## src/rtl/cam_storage.sv

```systemverilog
// CAM storage and search array: one-hot write enables from the index decoder,
// registered lowest-index associative search, registered indexed read with invalidate.
module cam_storage #(
   parameter int WIDTH      = 32,
   parameter int ADDR_WIDTH = 5,
   parameter int DEPTH      = 1 << ADDR_WIDTH
) (
   input  logic                  clk,
   input  logic                  rst,
   input  logic [DEPTH-1:0]      write_enable_i,
   input  logic [WIDTH-1:0]      write_data_i,
   input  logic                  read_i,
   input  logic [ADDR_WIDTH-1:0] read_index_i,
   input  logic                  invalidate_i,
   output logic [WIDTH-1:0]      read_value_o,
   output logic                  read_valid_o,
   input  logic                  search_i,
   input  logic [WIDTH-1:0]      search_data_i,
   output logic                  search_valid_o,
   output logic [ADDR_WIDTH-1:0] search_index_o,
   output logic                  full_o,
   output logic [ADDR_WIDTH:0]   count_o
);

   logic [WIDTH-1:0]      data_q [DEPTH];
   logic [DEPTH-1:0]      valid_q, valid_d;
   logic [DEPTH-1:0]      match;
   logic                  hit;
   logic [ADDR_WIDTH-1:0] hit_index;
   logic [ADDR_WIDTH:0]   count_d;

   logic [WIDTH-1:0]      read_value_q;
   logic                  read_valid_q;
   logic                  search_valid_q;
   logic [ADDR_WIDTH-1:0] search_index_q;
   logic                  full_q;
   logic [ADDR_WIDTH:0]   count_q;

   // Invalidate is applied first so a same-cycle write to that entry wins.
   always_comb begin
      valid_d = valid_q;
      if (read_i && invalidate_i)
         valid_d[read_index_i] = 1'b0;
      valid_d = valid_d | write_enable_i;
   end

   always_comb begin
      count_d = '0;
      for (int i = 0; i < DEPTH; i++)
         count_d = count_d + (ADDR_WIDTH+1)'(valid_d[i]);
   end

   // Scanning downward leaves the lowest matching index selected.
   always_comb begin
      match     = '0;
      hit_index = '0;
      for (int i = 0; i < DEPTH; i++)
         match[i] = valid_q[i] && (data_q[i] == search_data_i);
      for (int i = DEPTH - 1; i >= 0; i--)
         if (match[i])
            hit_index = ADDR_WIDTH'(i);
      hit = |match;
   end

   always_ff @(posedge clk or negedge rst) begin
      if (!rst) begin
         for (int i = 0; i < DEPTH; i++)
            data_q[i] <= '0;
         valid_q <= '0;
      end else begin
         for (int i = 0; i < DEPTH; i++)
            if (write_enable_i[i])
               data_q[i] <= write_data_i;
         valid_q <= valid_d;
      end
   end

   always_ff @(posedge clk or negedge rst) begin
      if (!rst) begin
         read_value_q   <= '0;
         read_valid_q   <= 1'b0;
         search_valid_q <= 1'b0;
         search_index_q <= '0;
         full_q         <= 1'b0;
         count_q        <= '0;
      end else begin
         if (read_i) begin
            read_value_q <= data_q[read_index_i];
            read_valid_q <= valid_q[read_index_i];
         end else begin
            read_valid_q <= 1'b0;
         end
         if (search_i) begin
            search_valid_q <= hit;
            search_index_q <= hit_index;
         end else begin
            search_valid_q <= 1'b0;
         end
         full_q  <= &valid_d;
         count_q <= count_d;
      end
   end

   assign read_value_o   = read_value_q;
   assign read_valid_o   = read_valid_q;
   assign search_valid_o = search_valid_q;
   assign search_index_o = search_index_q;
   assign full_o         = full_q;
   assign count_o        = count_q;

endmodule
```

## config.mk

```make
export PLATFORM = sky130hd
export DESIGN_NAME = cam_storage
export DESIGN_NICKNAME = d
export VERILOG_FILES = /design/src/rtl/cam_storage.sv
export SDC_FILE = /design/constraint.sdc
export NUM_CORES = 2
export LEC_CHECK = 0
export CELL_PAD_IN_SITES_DETAIL_PLACEMENT = 2
export CELL_PAD_IN_SITES_GLOBAL_PLACEMENT = 2
export CORE_AREA = 2 2 513 515
export CTS_CLUSTER_DIAMETER = 50
export DETAILED_ROUTE_END_ITERATION = 6
export DIE_AREA = 0 0 515 517
export MAX_ROUTING_LAYER = met4
export PLACE_DENSITY_LB_ADDON = 0.1
export SETUP_SLACK_MARGIN = 0.02
export SLEW_MARGIN = 5
export SYNTH_ARGS = -nofsm -noshare
export SYNTH_HDL_FRONTEND = slang
export SYNTH_SLANG_ARGS = --single-unit
```

## constraint.sdc

```tcl
create_clock -name clk -period 4.65 [get_ports clk]
set_input_delay 0.465 -clock clk [delete_from_list [all_inputs] [get_ports clk]]
set_output_delay 0.465 -clock clk [all_outputs]
set_load 0.03 [all_outputs]
```

=== Yosys cells after proc, flatten, opt, wreduce, memory -nomap -nowiden ===
Cells that the tools add are included.

* Bitwise gates (word level): 4
* Shift-type cells: 0
* Reductions and logical operators: 36
* Mux-type cells: 42
* Multiply operators: 0
* Equal/unequal tests: 32
* Divide/modulo/power cells: 0
* $lt $le $gt $ge: 3
* Add/subtract/negate cells: 31

{| class="wikitable"
|+ Operator list
! kind !! count
|-
| 32-bit == test || 32
|-
| 32-bit binary-select mux with 5-bit select || 1
|-
| 5-bit two-way mux || 32
|-
| 6-bit by 1-bit adder with 6-bit output || 26
|-
| 32-bit two-way mux || 3
|-
| 1-bit logical AND || 34
|-
| 32-bit bitwise AND || 1
|-
| 32-bit NOT || 1
|-
| 32-bit OR || 1
|-
| 32-bit AND reduction || 1
|-
| 32-bit OR reduction || 1
|-
| 5-bit by 1-bit adder with 6-bit output || 1
|-
| 6-bit greater-or-equal comparator, second input constant || 1
|-
| 5-bit by 6-bit less-than comparator with 1-bit output, second input constant || 1
|-
| 5-bit NOT with 6-bit output || 1
|-
| 4-bit by 1-bit adder with 5-bit output || 1
|-
| 1-bit binary-select mux with 5-bit select || 1
|-
| 1-bit demux with 5-bit select || 1
|-
| 5-bit by 1-bit greater-or-equal comparator with 1-bit output, second input constant || 1
|-
| 3-bit by 1-bit adder with 4-bit output || 1
|-
| 1-bit two-way mux || 4
|-
| 2-bit by 1-bit adder with 3-bit output || 1
|-
| 1-bit by 1-bit adder with 2-bit output || 1
|}

* Word-level logic and storage cells: 187
* Bits in latches: 0
* Output and inout bits: 46
* Bits in writable memories: 0
* ROM bits: 0
* Input bits: 106
* Register bits after elaboration: 1102
* Memories kept: 0

=== Longest topological paths before layout ===
* Depth after elaboration: 39
* Gate-level depth with buffers: 22
* Gate-level depth less buffers: 20

=== Least setup slack after synthesis ===
OpenSTA, ideal clock, no wires.

* Kind: input -> register
* Start: input read_index_i[0]
* End: register count_q[4] (netlist: count_o[4])
* Cell stages on the path: 20
* Required time: 4.527 ns
* Path slack: -1.395 ns
* Library setup time: 0.123 ns
* Buffers on the path: 3
* Arrival: 5.922 ns
* Path through: clkbuf_1 buf_2 buf_2 nor3b_1 nand3_1 a21oi_1 fa_1 fa_1 fa_1 fa_1 fa_1 fa_1 inv_1 ha_1 inv_1 fa_1 inv_1 a21o_1 a21oi_1 xnor2_1

* Longest elaborated chain between the ends: 39
* Elaborated cells between the ends (all ways): 40
* Classes of those cells: add/sub (31); order compare (2); mux (3); bitwise (3); reduce/logical (1)

{| class="wikitable"
|+ Ends and longest elaborated chain
! element !! line !! text
|-
| start: declaration || 13 || <nowiki>input logic [ADDR_WIDTH-1:0] read_index_i,</nowiki>
|-
| 5-bit by 6-bit less-than comparator with 1-bit output (implied by the code) / 5-bit by 1-bit greater-or-equal comparator with 1-bit output (equally long branches) || 43 || <nowiki>valid_d[read_index_i] = 1'b0;</nowiki>
|-
| 1-bit logical AND (implied by the code) || 43 ||
|-
| 1-bit two-way mux (implied by the code) || 43 ||
|-
| 1-bit demux with 5-bit select * || 43 ||
|-
| 32-bit NOT (no line) * || -- ||
|-
| 32-bit bitwise AND (no line) * || -- ||
|-
| 32-bit two-way mux * || 42 || <nowiki>if (read_i && invalidate_i)</nowiki>
|-
| 32-bit OR * || 44 || <nowiki>valid_d = valid_d | write_enable_i;</nowiki>
|-
| 1-bit by 1-bit adder with 2-bit output || 50 || <nowiki>count_d = count_d + (ADDR_WIDTH+1)'(valid_d[i]);</nowiki>
|-
| 2-bit by 1-bit adder with 3-bit output || 50 ||
|-
| 3-bit by 1-bit adder with 4-bit output || 50 ||
|-
| 4-bit by 1-bit adder with 5-bit output || 50 ||
|-
| 5-bit by 1-bit adder with 6-bit output || 50 ||
|-
| 6-bit by 1-bit adder with 6-bit output (25 in series) || 50 ||
|-
| 6-bit by 1-bit adder with 6-bit output * || 50 ||
|-
| via count_d[4] || 30 || <nowiki>logic [ADDR_WIDTH:0] count_d;</nowiki>
|-
| end signal: assignment || 100 || <nowiki>count_q <= count_d;</nowiki>
|-
| end: declaration || 37 || <nowiki>logic [ADDR_WIDTH:0] count_q;</nowiki>
|}

Mark *: on every way through the listed nets, which the timed path passes. The rest lies on a longest branch.
A chain may end at the register's enable or synchronous reset.

=== Final worst setup path ===
* Start: input invalidate_i
* End: register count_q[4] (netlist: count_o[4])

* Longest elaborated chain between the ends: 34

{| class="wikitable"
|+ Ends and longest elaborated chain
! element !! line !! text
|-
| start: declaration || 14 || <nowiki>input logic invalidate_i,</nowiki>
|-
| 1-bit logical AND * || 42 ||
|-
| 32-bit two-way mux * || 42 ||
|-
| 32-bit OR * || 44 ||
|-
| 1-bit by 1-bit adder with 2-bit output || 50 ||
|-
| 2-bit by 1-bit adder with 3-bit output || 50 ||
|-
| 3-bit by 1-bit adder with 4-bit output || 50 ||
|-
| 4-bit by 1-bit adder with 5-bit output || 50 ||
|-
| 5-bit by 1-bit adder with 6-bit output || 50 ||
|-
| 6-bit by 1-bit adder with 6-bit output (25 in series) || 50 ||
|-
| 6-bit by 1-bit adder with 6-bit output * || 50 ||
|-
| via count_d[4] || 30 ||
|}

Marked as above.

==> metrics.md <==
| Metric | Value |
|---|---|
| Status | finished with violations |
| Failing checks | negative setup slack |
| Synth area leaders | dfrtp_1 (42%), mux2_2 (18%), mux4_2 (9.4%) |
| Fin Clk Skew | 55.6 ps |
| Layout net count | 5622 |
| Hold/Removal Path Class | input pin to register |
| Worst-path fanout max | 4 |
| Comb power frac | 21.4% |
| Placer Congestion | 0.958 |
| Vias in the first global route | 51.6k |
| Slew HR | 16.4% |
| RSZ-0062 raised after global routing | true |
| I/O Pins | 152 |
| Post-Syn Area | 64900 µm² |
| Cell Chain, Critical Path | clkdlybuf4s15_2 > buf_12 > nand2_4 > nor3b_4 > buf_4 > buf_6 > nand2_1 > a21oi_2 > fa_1 > fa_1 > fa_1 > fa_1 > fa_1 > fa_1 > inv_1 > ha_2 > inv_2 > fa_2 > inv_2 > a21o_1 > a21oi_2 > xnor2_1 |
| CP top delay family | adder cells |
| Synthesized net count | 5338 |
| Leak Pwr | 30.6 nW |
| Most common cell after layout, fill and taps aside | dfrtp_1 |
| Net Switching | 0.0118 W |
| Vias per cell | 5.34 |
| Die area | 266000 µm² |
| DP HPWL | 291000 µm |
| Cell count after placement | 8679 |
| Clock sink count | 1102 |
| Num CTS Buffers | 210 |
| H-tree depth | 4 |
| Post-route cell area | 78800 µm² |
| Crit. End Element | register |
| Setup WS post-layout | -173 ps |
| Crit path buffers/inverters | 7 |
| Syn Inst Count | 5200 |
| Most frequent cells in the layout | dfrtp_1 (1102), mux2_2 (1055), xor2_1 (621) |
| Max stage delay on crit path | 600 ps |
| First-pass GRT wire length | 514000 µm |
| DR iter-0 viols | 4112 |
| Storage element area | 27600 µm² |
| Sequential share of the synthesized area | 42.5% |
| Initial Util | 24.9% |
| Most frequent CP cell | fa_1 |
| Pint | 0.0235 W |
| Sw frac | 33.4% |
| Synth area leader | dfrtp_1 |
| Clk pwr share | 45.4% |
| EDFF count, synth | 0 |
| FILL cells | 27.4k |
| PnR Total Power | 0.0352 W |
| Clk buf depth | 4 |
| Layout area overhead | 21.4% |
| Syn_area_per_cell | 12.5 µm² |
| Largest net degree at the start of global routing | 103 |
| WS Path Type | input pin to register |
| CTS tree | yes |
| Sequential share of power | 33.2% |
| Max VDD drop | 0.267 mV |
| Final WL | 388000 µm |
| Worst-path clk slew | 50 ps |
| Final Hold Fails | 0 |
| Setup violators final | 5 |
| Worst EP arrival | 5580 ps |
| Worst setup SP type | input pin |
| Worst slack, placed | -1640 ps |
| Die width | 515 µm |
| Setup_tns | -494 ps |
| Wire per inst | 42.7 µm |
| Yosys cell types | 71 |
| Die H | 517 µm |
| Ys Warns | 0 |
| CP max-delay cell | fa_1 |
| Port Buffers | 151 |
| Seq cells post-synth | 1102 |
| Row cnt | 188 |
| Clock Root Buffer | clkbuf_16 |
| Slew Viols, Final | 0 |
| Vias | 48.5k |
| Final period util | 104% |
| Power Dens Cells | 447 nW/µm² |
| Antenna Nets Post-Route | 0 |
| Post-synth ARST share | 100% |
| Total GRT Usage | 29.8% |
| Slew @ Worst Pin | 1250 ps |
| Max Clock Freq | 0.207 GHz |
| Clk_lat worst skew | 890 ps |
| Drt drc | 0 |
| Max_cap viols | 0 |
| Core area | 261000 µm² |
| Antenna violations before repair | 52 |
| Cell Count, Final, Fillers Out | 9085 |
| Drt pass-1 iters | 7 |
| Multi-input gate area | 34900 µm² |
| Remaining global-route overflow | 0 |
| Share of the synthesized area in the top cell type | 42.5% |
| Worst path required time | 5410 ps |
| Area of placed instances | 71400 µm² |
| Layout cells sized above 1 | 38.9% |
| Minimum clock period | 4820 ps |
| Main synth FF type | dfrtp_1 |
## worst register-to-register path: cells and delay by family, from the launching register on
kind | cells | cell delay [ps]
AOI/OAI and AO/OA | 3 | 380
xor gates and xnor gates | 1 | 120
adders and majority gates | 8 | 3570
buffers and inverters | 4 | 230
DFF | 1 | 370
## layer usage
| layer | vias up | track usage, % | share of wire (%) |
|---|---|---|---|
| met5 | - | - | 0 |
| met1 | 27081 | 40.7 | 46 |
| met2 | 1464 | 46.8 | 46 |
| li1 | 19605 | - | - |
| met3 | 394 | 2.77 | 4.2 |
| met4 | 0 | 8.48 | 3.5 |
## cells by family after synthesis
group                      synth area share, %
AOI/OAI and AO/OA                         2.60
xor gates and xnor gates                  13.7
adders and majority gates                0.894
buffers and inverters                     3.91
DFF                                       42.5
muxes                                     28.2
and+or+nand+nor                           8.12
## power by group through the flow
stage / Clock, W / Sequential, W / Combinational, W
finish: 0.0160 / 0.0117 / 0.00756
global route: 0.0167 / 0.0118 / 0.00778
CTS: 0.0163 / 0.0117 / 0.00754
detailed placement: 0 / 0.0118 / 0.00749
global placement: 0 / 0.0118 / 0.00746
floorplan: 0 / 0.0115 / 0.00376
## cell usage after synthesis, types with 8 or more instances
cell / count
dfrtp_1: 1102
mux2_2: 1055
xor2_1: 621
xnor2_1: 397
clkbuf_1: 279
mux4_2: 271
nor4_1: 267
nand4_1: 162
nand2_1: 127
a21oi_1: 83
nand3_1: 80
nor2_1: 74
buf_2: 71
nor3_1: 63
inv_1: 61
buf_6: 49
buf_4: 35
mux2i_1: 35
o21ai_0: 30
buf_1: 25
fa_1: 24
nand4b_1: 22
nor4b_1: 22
a22oi_1: 21
nand2b_1: 21
a21o_1: 18
or4_1: 17
nor2b_1: 16
a221oi_1: 12
o22ai_1: 11
a22o_1: 10
and3_1: 9
o211ai_1: 9
or3_1: 9
ha_1: 8
## timing repair
action	in CTS	in global routing
endpoints found under the hold margin	87	0
pin swaps	14	15
setup buffers	4	5
endpoints found under the setup margin	6	5
gates resized for setup	15	9
hold buffers	5	0
## through the flow
stage	util (%)	hold WS, ps
5_1_grt	30.2	29.3
3_3_place_gp	27.4	508
3_5_place_dp	27.4	519
4_1_cts	30.1	21.5
2_1_floorplan	-	169
6_report	30.2	76.2
## registers in the layout (all words and copies together) (netlist names)
register / count
data_q: 1024
read_value_o: 32
valid_q: 32
count_o: 6
search_index_o: 5
full_o: 1
read_valid_o: 1
search_valid_o: 1
## cell type report
type,instances,area share [%]
repair buffers,531,5.84
inverters,61,0.291
multi-input cells,3578,44.3
flip-flops and latches,1102,35.0
diodes,17,0.0540
clock buffers,262,7.33
clock inverters,114,1.76
well taps,3420,5.43
## worst paths after layout
kind | cells after the start | from | endpoint | slack (ps)
max | 22 | invalidate_i | count_o[4] | -170
max reg2reg | 16 | valid_q[9] | count_o[4] | -130
min | 3 | write_enable_i[5] | valid_q[5] | 80
min reg2reg | 2 | read_value_o[26] | read_value_o[26] | 530
min in group asynchronous | 2 | rst | data_q[805] | 200
max in group asynchronous | 3 | rst | data_q[748] | 3090
No activity file was read; power rests on OpenSTA's default activity.
